==> src/rtl/iob_rr_arbiter_pkg.sv <==
// rtl/iob_rr_arbiter_pkg.sv - shared configuration and state encoding for the round-robin arbiter
package iob_rr_arbiter_pkg;

  localparam int IOB_RR_ARBITER_N = 4;

  typedef enum logic {
    ST_IDLE = 1'b0,
    ST_BUSY = 1'b1
  } arb_state_t;

endpackage

==> src/rtl/iob_ctls.sv <==
// rtl/iob_ctls.sv - count leading/trailing zeros or ones of a W-bit vector
module iob_ctls #(
  parameter int W      = 32,
  parameter int MODE   = 0,   // 0: trailing (from bit 0), 1: leading (from bit W-1)
  parameter int SYMBOL = 0    // 0: count zeros, 1: count ones
) (
  input  logic [W-1:0]             data_i,
  output logic [$clog2(W+1)-1:0]   count_o
);

  localparam int CW = $clog2(W+1);

  logic [W-1:0] data_sym;
  logic [W-1:0] data_ord;

  // Counting a symbol is finding the first bit of the opposite value.
  assign data_sym = (SYMBOL != 0) ? ~data_i : data_i;

  always_comb begin
    data_ord = data_sym;
    if (MODE != 0) begin
      for (int i = 0; i < W; i++) begin
        data_ord[i] = data_sym[W-1-i];
      end
    end
  end

  // An all-symbol input reports W.
  always_comb begin
    count_o = CW'(W);
    for (int i = W - 1; i >= 0; i--) begin
      if (data_ord[i]) begin
        count_o = CW'(i);
      end
    end
  end

endmodule

==> src/rtl/iob_rr_arbiter.sv <==
// rtl/iob_rr_arbiter.sv - locking round-robin arbiter with zero-bubble hand-over
module iob_rr_arbiter
  import iob_rr_arbiter_pkg::*;
#(
  parameter  int N     = IOB_RR_ARBITER_N,
  localparam int IDX_W = $clog2(N)
) (
  input  logic             clk_i,
  input  logic             cke_i,
  input  logic             rst_i,
  input  logic [N-1:0]     req_i,
  input  logic             done_i,
  output logic [N-1:0]     grant_o,
  output logic [IDX_W-1:0] grant_idx_o,
  output logic             grant_valid_o
);

  localparam int CW = $clog2(N+1);
  localparam int SW = IDX_W + 2;

  arb_state_t       state, state_n;
  logic [IDX_W-1:0] ptr, ptr_n;
  logic [IDX_W-1:0] grant_idx, grant_idx_n;
  logic             grant_valid, grant_valid_n;

  logic [IDX_W-1:0] rel_base;
  logic [N-1:0]     req_mask;
  logic [N-1:0]     rot_idle, rot_rel;
  logic [CW-1:0]    off_idle, off_rel;
  logic [IDX_W-1:0] cand_idle, cand_rel;
  logic             any_idle, any_rel;
  logic             release_w;

  function automatic logic [N-1:0] rotr(input logic [N-1:0] v, input logic [IDX_W-1:0] b);
    logic [N-1:0] r;
    int           j;
    r = '0;
    for (int i = 0; i < N; i++) begin
      j = i + int'(b);
      if (j >= N) j = j - N;
      r[i] = v[j];
    end
    return r;
  endfunction

  // base + off never exceeds 2N-2, so one conditional subtract is a full modulo.
  function automatic logic [IDX_W-1:0] wrap_add(input logic [IDX_W-1:0] b, input logic [CW-1:0] o);
    logic [SW-1:0] s;
    s = SW'(b) + SW'(o);
    if (s >= SW'(N)) s = s - SW'(N);
    return s[IDX_W-1:0];
  endfunction

  assign rel_base  = (grant_idx == IDX_W'(N-1)) ? '0 : grant_idx + IDX_W'(1);
  assign req_mask  = req_i & ~(N'(1) << grant_idx);
  assign rot_idle  = rotr(req_i, ptr);
  assign rot_rel   = rotr(req_mask, rel_base);
  assign any_idle  = |req_i;
  assign any_rel   = |req_mask;
  assign cand_idle = wrap_add(ptr, off_idle);
  assign cand_rel  = wrap_add(rel_base, off_rel);
  assign release_w = done_i | ~req_i[grant_idx];

  iob_ctls #(.W(N), .MODE(0), .SYMBOL(0)) u_ctz_idle (
    .data_i  (rot_idle),
    .count_o (off_idle)
  );

  iob_ctls #(.W(N), .MODE(0), .SYMBOL(0)) u_ctz_rel (
    .data_i  (rot_rel),
    .count_o (off_rel)
  );

  always_comb begin
    state_n       = state;
    ptr_n         = ptr;
    grant_idx_n   = grant_idx;
    grant_valid_n = grant_valid;
    case (state)
      ST_IDLE: begin
        if (any_idle) begin
          grant_idx_n   = cand_idle;
          grant_valid_n = 1'b1;
          state_n       = ST_BUSY;
        end
      end
      ST_BUSY: begin
        if (release_w) begin
          ptr_n = rel_base;
          // The releasing requester is masked so it cannot win this edge.
          if (any_rel) begin
            grant_idx_n = cand_rel;
          end else begin
            grant_idx_n   = '0;
            grant_valid_n = 1'b0;
            state_n       = ST_IDLE;
          end
        end
      end
      default: begin
        state_n       = ST_IDLE;
        grant_idx_n   = '0;
        grant_valid_n = 1'b0;
      end
    endcase
  end

  always_ff @(posedge clk_i) begin
    if (rst_i) begin
      state       <= ST_IDLE;
      ptr         <= '0;
      grant_idx   <= '0;
      grant_valid <= 1'b0;
    end else if (cke_i) begin
      state       <= state_n;
      ptr         <= ptr_n;
      grant_idx   <= grant_idx_n;
      grant_valid <= grant_valid_n;
    end
  end

  assign grant_o       = grant_valid ? (N'(1) << grant_idx) : '0;
  assign grant_idx_o   = grant_idx;
  assign grant_valid_o = grant_valid;

endmodule

==> config.mk <==
export PLATFORM = sky130hd
export DESIGN_NAME = iob_rr_arbiter
export DESIGN_NICKNAME = d
export VERILOG_FILES = /design/src/rtl/iob_rr_arbiter_pkg.sv /design/src/rtl/iob_ctls.sv /design/src/rtl/iob_rr_arbiter.sv
export SDC_FILE = /design/constraint.sdc
export NUM_CORES = 1
export LEC_CHECK = 0
export CAP_MARGIN = 20
export CELL_PAD_IN_SITES_DETAIL_PLACEMENT = 0
export CELL_PAD_IN_SITES_GLOBAL_PLACEMENT = 1
export CORE_ASPECT_RATIO = 1.1
export CORE_MARGIN = 10
export CORE_UTILIZATION = 33
export DETAILED_ROUTE_END_ITERATION = 10
export MAX_ROUTING_LAYER = met4
export PLACE_DENSITY = 0.86
export SYNTH_ARGS = -nofsm -noshare
export SYNTH_HDL_FRONTEND = slang
export SYNTH_SLANG_ARGS = --single-unit
==> constraint.sdc <==
create_clock -name clk_i -period 2.25 [get_ports clk_i]
set_input_delay 0.45 -clock clk_i [delete_from_list [all_inputs] [get_ports clk_i]]
set_output_delay 0.45 -clock clk_i [all_outputs]
set_load 0.01 [all_outputs]
### After elaboration in Yosys (flattened, before gate mapping)

Cells that the tools add are included.

| operators by class | value |
|---|---|
| bitwise gates (word level) | 5 |
| $lt $le $gt $ge | 19 |
| reductions and logical operators | 5 |
| add/subtract/negate cells | 19 |
| eq/ne operators | 4 |
| multiplexer cells | 58 |
| shift-type cells | 1 |

Operators with widths:

| cell | number |
|---|---|
| 32-bit by 4-bit less-than comparator with 1-bit output, second input constant | 8 |
| 32-bit 2-to-1 mux | 8 |
| 3-bit 2-to-1 mux | 8 |
| 3-bit by 3-bit subtractor with 4-bit output, second input constant | 6 |
| 1-bit 2-to-1 mux | 23 |
| 1-bit binary-select mux with 2-bit select | 9 |
| 3-bit greater-or-equal comparator, second input constant | 6 |
| 2-bit by 2-bit adder with 3-bit output, first input constant | 4 |
| 2-bit 2-to-1 mux | 6 |
| 2-bit by 3-bit adder with 4-bit output | 2 |
| 4-bit by 3-bit greater-or-equal comparator with 1-bit output, second input constant | 2 |
| 4-bit OR reduction | 2 |
| 2-bit by 3-bit subtractor with 4-bit output, second input constant | 2 |
| 1-bit by 2-bit adder with 3-bit output, first input constant | 2 |
| 2-bit by 3-bit greater-or-equal comparator with 1-bit output, second input constant | 2 |
| 3-bit AND reduction | 2 |
| 4-bit bitwise AND | 1 |
| 4-bit 2-to-1 mux | 1 |
| 2-bit != test, second input constant | 2 |
| 4-bit inverter | 1 |
| 1-bit case mux with 2 select lines | 2 |
| 2-bit case mux with 2 select lines | 1 |
| 4-bit AND reduction | 1 |
| 1-bit by 2-bit << shifter with 4-bit output, first input constant | 1 |
| 7 further kinds | 9 |

| storage, ports and cells | value |
|---|---|
| output and inout bits | 7 |
| register bits after elaboration | 6 |
| word-level logic and storage cells | 115 |
| input port bits | 8 |

### Depth between registers and ports, before layout

| depth | value |
|---|---|
| depth after elaboration | 18 |
| depth in mapped cells | 12 |

### By module

From an unflattened synthesis, not the netlist that was laid out.

| second synthesis, totals | value |
|---|---|
| cell total of the unflattened synthesis | 92 |
| area, all modules | 817.0 µm² |

By module, submodules not included:

| module | area an instance (µm²) | sequential area each (µm²) | cells each | times used |
|---|---|---|---|---|
| iob_rr_arbiter | 744.5 | 120.1 | 80 | 1 |
| iob_ctls | 36.3 | 0.0 | 6 | 2 |

### Worst setup path after synthesis

No wires, ideal clock.

| path | value |
|---|---|
| path type | register to register |
| start | reg grant_idx[0] (netlist: grant_idx_o[0]) |
| end | reg grant_idx[1] (netlist: grant_idx_o[1]) |
| arrival | 2174 ps |
| period minus slack after synthesis | 2299 ps |
| stages on the path, launching flop included | 13 |
| path slack | -49 ps |
| cell sequence | dfxtp_1 > inv_1 > ha_1 > nand2b_1 > o21ai_0 > nor2b_1 > a21boi_0 > o32ai_1 > o21ai_0 > ha_1 > xor2_1 > xnor2_1 > o22ai_2 |

| between the ends | value |
|---|---|
| word-level cells in the longest chain between the ends | 18 |
| elaborated cells on any way between the ends | 51 |
| those cells by class | add/sub (10); order compare (5); eq/ne (2); shift (1); mux (27); bitwise (4); reduce/logical (2) |

RTL lines:

| what | line | RTL |
|---|---|---|
| from (decl) | iob_rr_arbiter.sv:23 | `logic [IDX_W-1:0] grant_idx, grant_idx_n;` |
| from (signal assigned) | iob_rr_arbiter.sv:117 | `grant_idx <= grant_idx_n;` |
| 2-bit by 1-bit adder with 2-bit output / 2-bit equality test (equally long branches) | iob_rr_arbiter.sv:54 | `assign rel_base = (grant_idx == IDX_W'(N-1)) ? '0 : grant_idx + IDX_W'(1);` |
| 2-bit 2-to-1 mux | iob_rr_arbiter.sv:54 |  |
| 2-bit by 2-bit adder with 3-bit output | iob_rr_arbiter.sv:39 | `j = i + int'(b);` |
| 3-bit by 3-bit subtractor with 4-bit output / 3-bit greater-or-equal comparator (equally long branches) | iob_rr_arbiter.sv:40 | `if (j >= N) j = j - N;` |
| 32-bit 2-to-1 mux | iob_rr_arbiter.sv:40 |  |
| 1-bit binary-select mux with 2-bit select | iob_rr_arbiter.sv:41 | `r[i] = v[j];` |
| 1-bit 2-to-1 mux (implied by the code) (2 in a row) | iob_rr_arbiter.sv:41 |  |
| 3-bit 2-to-1 mux (4 in a row) | iob_ctls.sv:32 | `if (data_ord[i]) begin` |
| 2-bit by 3-bit adder with 4-bit output | iob_rr_arbiter.sv:49 | `s = SW'(b) + SW'(o);` |
| 4-bit by 3-bit greater-or-equal comparator with 1-bit output / 2-bit by 1-bit subtractor with 2-bit output (equally long branches) | iob_rr_arbiter.sv:50 | `if (s >= SW'(N)) s = s - SW'(N);` |
| 2-bit 2-to-1 mux | iob_rr_arbiter.sv:50 |  |
| 2-bit 2-to-1 mux | iob_rr_arbiter.sv:91 | `if (any_rel) begin` |
| 2-bit 2-to-1 mux | iob_rr_arbiter.sv:88 | `if (release_w) begin` |
| 2-bit case mux with 2 select lines | iob_rr_arbiter.sv:79 | `case (state)` |

Parallel ways exist; a longest one is shown, timed or not. The select of a mux whose other input is x is not followed.
A chain may end at the register's enable or synchronous reset.

### Worst setup path after layout

| path | value |
|---|---|
| start | reg grant_idx[1] (netlist: grant_idx_o[1]) |
| end | reg grant_idx[1] (netlist: grant_idx_o[1]) |

The elaborated chain is that of the path after synthesis.

==> flow_summary.toml <==
[floorplanning]
rows = 18
start_util_pct = 34.8
die_area_mm2 = 0.00473
die_w_um = 66.5
pin_count = 15
core_region_area_mm2 = 0.00225
die_h_um = 71.1

[synthesis]
synth_top_area_share_pct = 15.3
netlist_instances = 107
synth-seq-cells = 6
synth_edf_count = 0
synth_async_sr_flop_share_pct = 0
yosys_warnings = 0
synth_area_leaders = "dfxtp_1, ha_1, nor2_1, and2_1, o21ai_0"
yosys.area.top_type = "dfxtp_1"
synth_area_um2 = 785
synth_area_per_cell_um2 = 7.33
synth_ff_type = "dfxtp_1"
seq_area_frac_synth_pct = 15.3
ys_types = 42
synth_fp_nets = 121
synth.most_common_cell = "nor2_1"
synth_commonest_cells = "nor2_1, o21ai_0, and2_1, dfxtp_1, ha_1"

[worst_setup_path]
worstPathCellList = "inv_1 -> ha_1 -> nand2b_1 -> buf_4 -> nor3_1 -> o32ai_1 -> o21ai_1 -> ha_2 -> xor2_1 -> xnor2_1 -> o22ai_2"
crit_type = "reg -> reg"
critical_path.max_fanout = 5
cp.buffers_inverters = 2
crit_required_ps = 2390
worstPathArrival_ps = 2210
critPathMaxStageDelay_ps = 370
end_kind = "flip-flop"
reg2reg_slack_ps = 180
start_kind = "flip-flop"
crit_family = "adder cells"
cp_slowest_cell = "dfxtp_2"

[layout]
finalNonFillerCells = 171
num-nets-final = 157
syn_to_final_growth_pct = 49.3
fill_cells = 230
drive_gt1_share_pct = 29.1
diodes = 0

[drt]
drc_errors = 0
first_pass_iters = 4
routed_wl_mm = 2.25
wl_per_cell_um = 13.2
vias = 885
postRouteAntennaNets = 0
viasPerCell = 5.18
drt_iter0_drc = 87

[power_and_ir_drop]
power.leakage_uw = 0.000522
pwr_density_cell_mw_per_mm2 = 491
worst_ir_drop_vdd_mv = 0.296

[grt]
grt_pass1_vias = 820
grt_pass1_wl_mm = 3.79
grt-ovfl-total = 0
grt_use_total_pct = 10.0
antenna_found_initial = 0
grt_max_degree = 11

[timing]
fin_hold_ws_ps = 567
max_slew.worst_pin.slew_ps = 425
fmax_ghz = 0.482
timing.final.crit_share_pct = 92.2
maxSlewHeadroom_pct = 71.4
hold_viol = 0
setup_violations = 0
period_needed_ps = 2070
worst_slack_ps = 175
skew_ps = 8.16
slew_violations = 0

[cts]
cts_tree = "built"
root_buffer = "clkbuf_4"
worstSkewPairLatency_ps = 260
clk_pin_slew_worst_paths_ps = 50
cts_buffers = 3
cts_hold_buf = 0
clockBufferDepth = 2
cts.sinks = 6
htreeDepth = 1

[hold_path]
hold_path_class = "reg -> reg"

[job]
maxCapViolCount = 0

[place]
io_buffers = 14
dpl.hpwl_mm = 1.86
gp_congestion = 0.882
pre_cts_ws_ps = -239
dp_cells = 167

[outcome]
status = "finished, final reports clean"
## through the flow
step           instance area (um2)  total power, uW  utilization (%)  setup TNS [ps]
6_report                      1170              575             52.0               0
5_1_grt                       1170              622             52.0           -12.9
4_1_cts                       1120              564             49.6               0
3_5_place_dp                  1090              456             48.5            -742
3_3_place_gp                  1090              448             48.5            -619
2_1_floorplan                  786              328                -               0
## cells by family (layout without fill, tap and decap cells)
group,after synthesis,after routing,synth area share (%)
buf+inv,14,48,9.41
simple gates,45,45,30.6
flops,6,6,15.3
mux,3,3,5.42
xor+xnor,3,3,3.35
compound gates,30,30,26.3
fa+ha+maj,6,6,9.57
## registers in the layout, indices dropped and copies added (netlist names)
| signal | flops |
|---|---|
| state | 1 |
| ptr | 2 |
| grant_idx_o | 2 |
| grant_valid_o | 1 |
## cells in the final DEF (no fill, tap or decap), types with 2 or more instances in the layout
master	netlist	routed
buf_4	1	24
nor2_1	15	15
clkdlybuf4s50_1	0	10
and2_1	6	6
inv_1	5	5
a21oi_1	5	5
ha_1	6	5
o21ai_0	7	4
dfxtp_1	6	4
dlymetal6s2s_1	0	4
nand3_1	3	3
nor2b_1	4	3
o211ai_1	3	3
nand2_1	3	3
o21ai_1	0	3
a31oi_1	3	3
clkbuf_4	0	3
nand2b_4	0	2
nor3_1	2	2
mux2i_1	2	2
xor2_1	2	2
## tightest hold or removal path, cell delays in order (launching register included)
cell and delay (ps):
dfxtp_1 340, a21oi_1 130, nor2_1 50
## routing by layer
metal  vias up  routed length (um)  global-route usage, %
met4         0                  55                   4.43
met5         -                   0                      -
li1        454                   -                      -
met2        15                1140                   16.3
met1       410                 986                   11.5
met3         6                  66                   1.73
## where the power goes
| part | internal (uW) | switching [uW] |
|---|---|---|
| registers | 119 | 16.8 |
| logic | 184 | 154 |
| clock network | 60.5 | 42.0 |
| total | 363 | 212 |
## worst paths after layout
check | startpoint | cells past startpoint | end
max | grant_idx_o[1] | 11 | grant_idx_o[1]
min reg2reg | state | 2 | state
min | state | 2 | state
max reg2reg | grant_idx_o[1] | 11 | grant_idx_o[1]
## what timing repair did
action,in CTS,in global routing
setup buffers,0,1
gates resized for setup,1,16
pin swaps,0,5
cloned,0,0
hold endpoints to repair,0,0
endpoints found under the setup margin,1,3
## cell type report
| cell class | count | area (um2) | area share, % |
|---|---|---|---|
| tap | 30 | 37.5 | 3.21 |
| inverter | 6 | 22.5 | 1.92 |
| clock buffer | 3 | 22.5 | 1.92 |
| timing repair buffer | 39 | 342 | 29.2 |
| multi-input combinational | 87 | 622 | 53.1 |
| sequential | 6 | 125 | 10.7 |
Power figures use the tool's default switching activity.
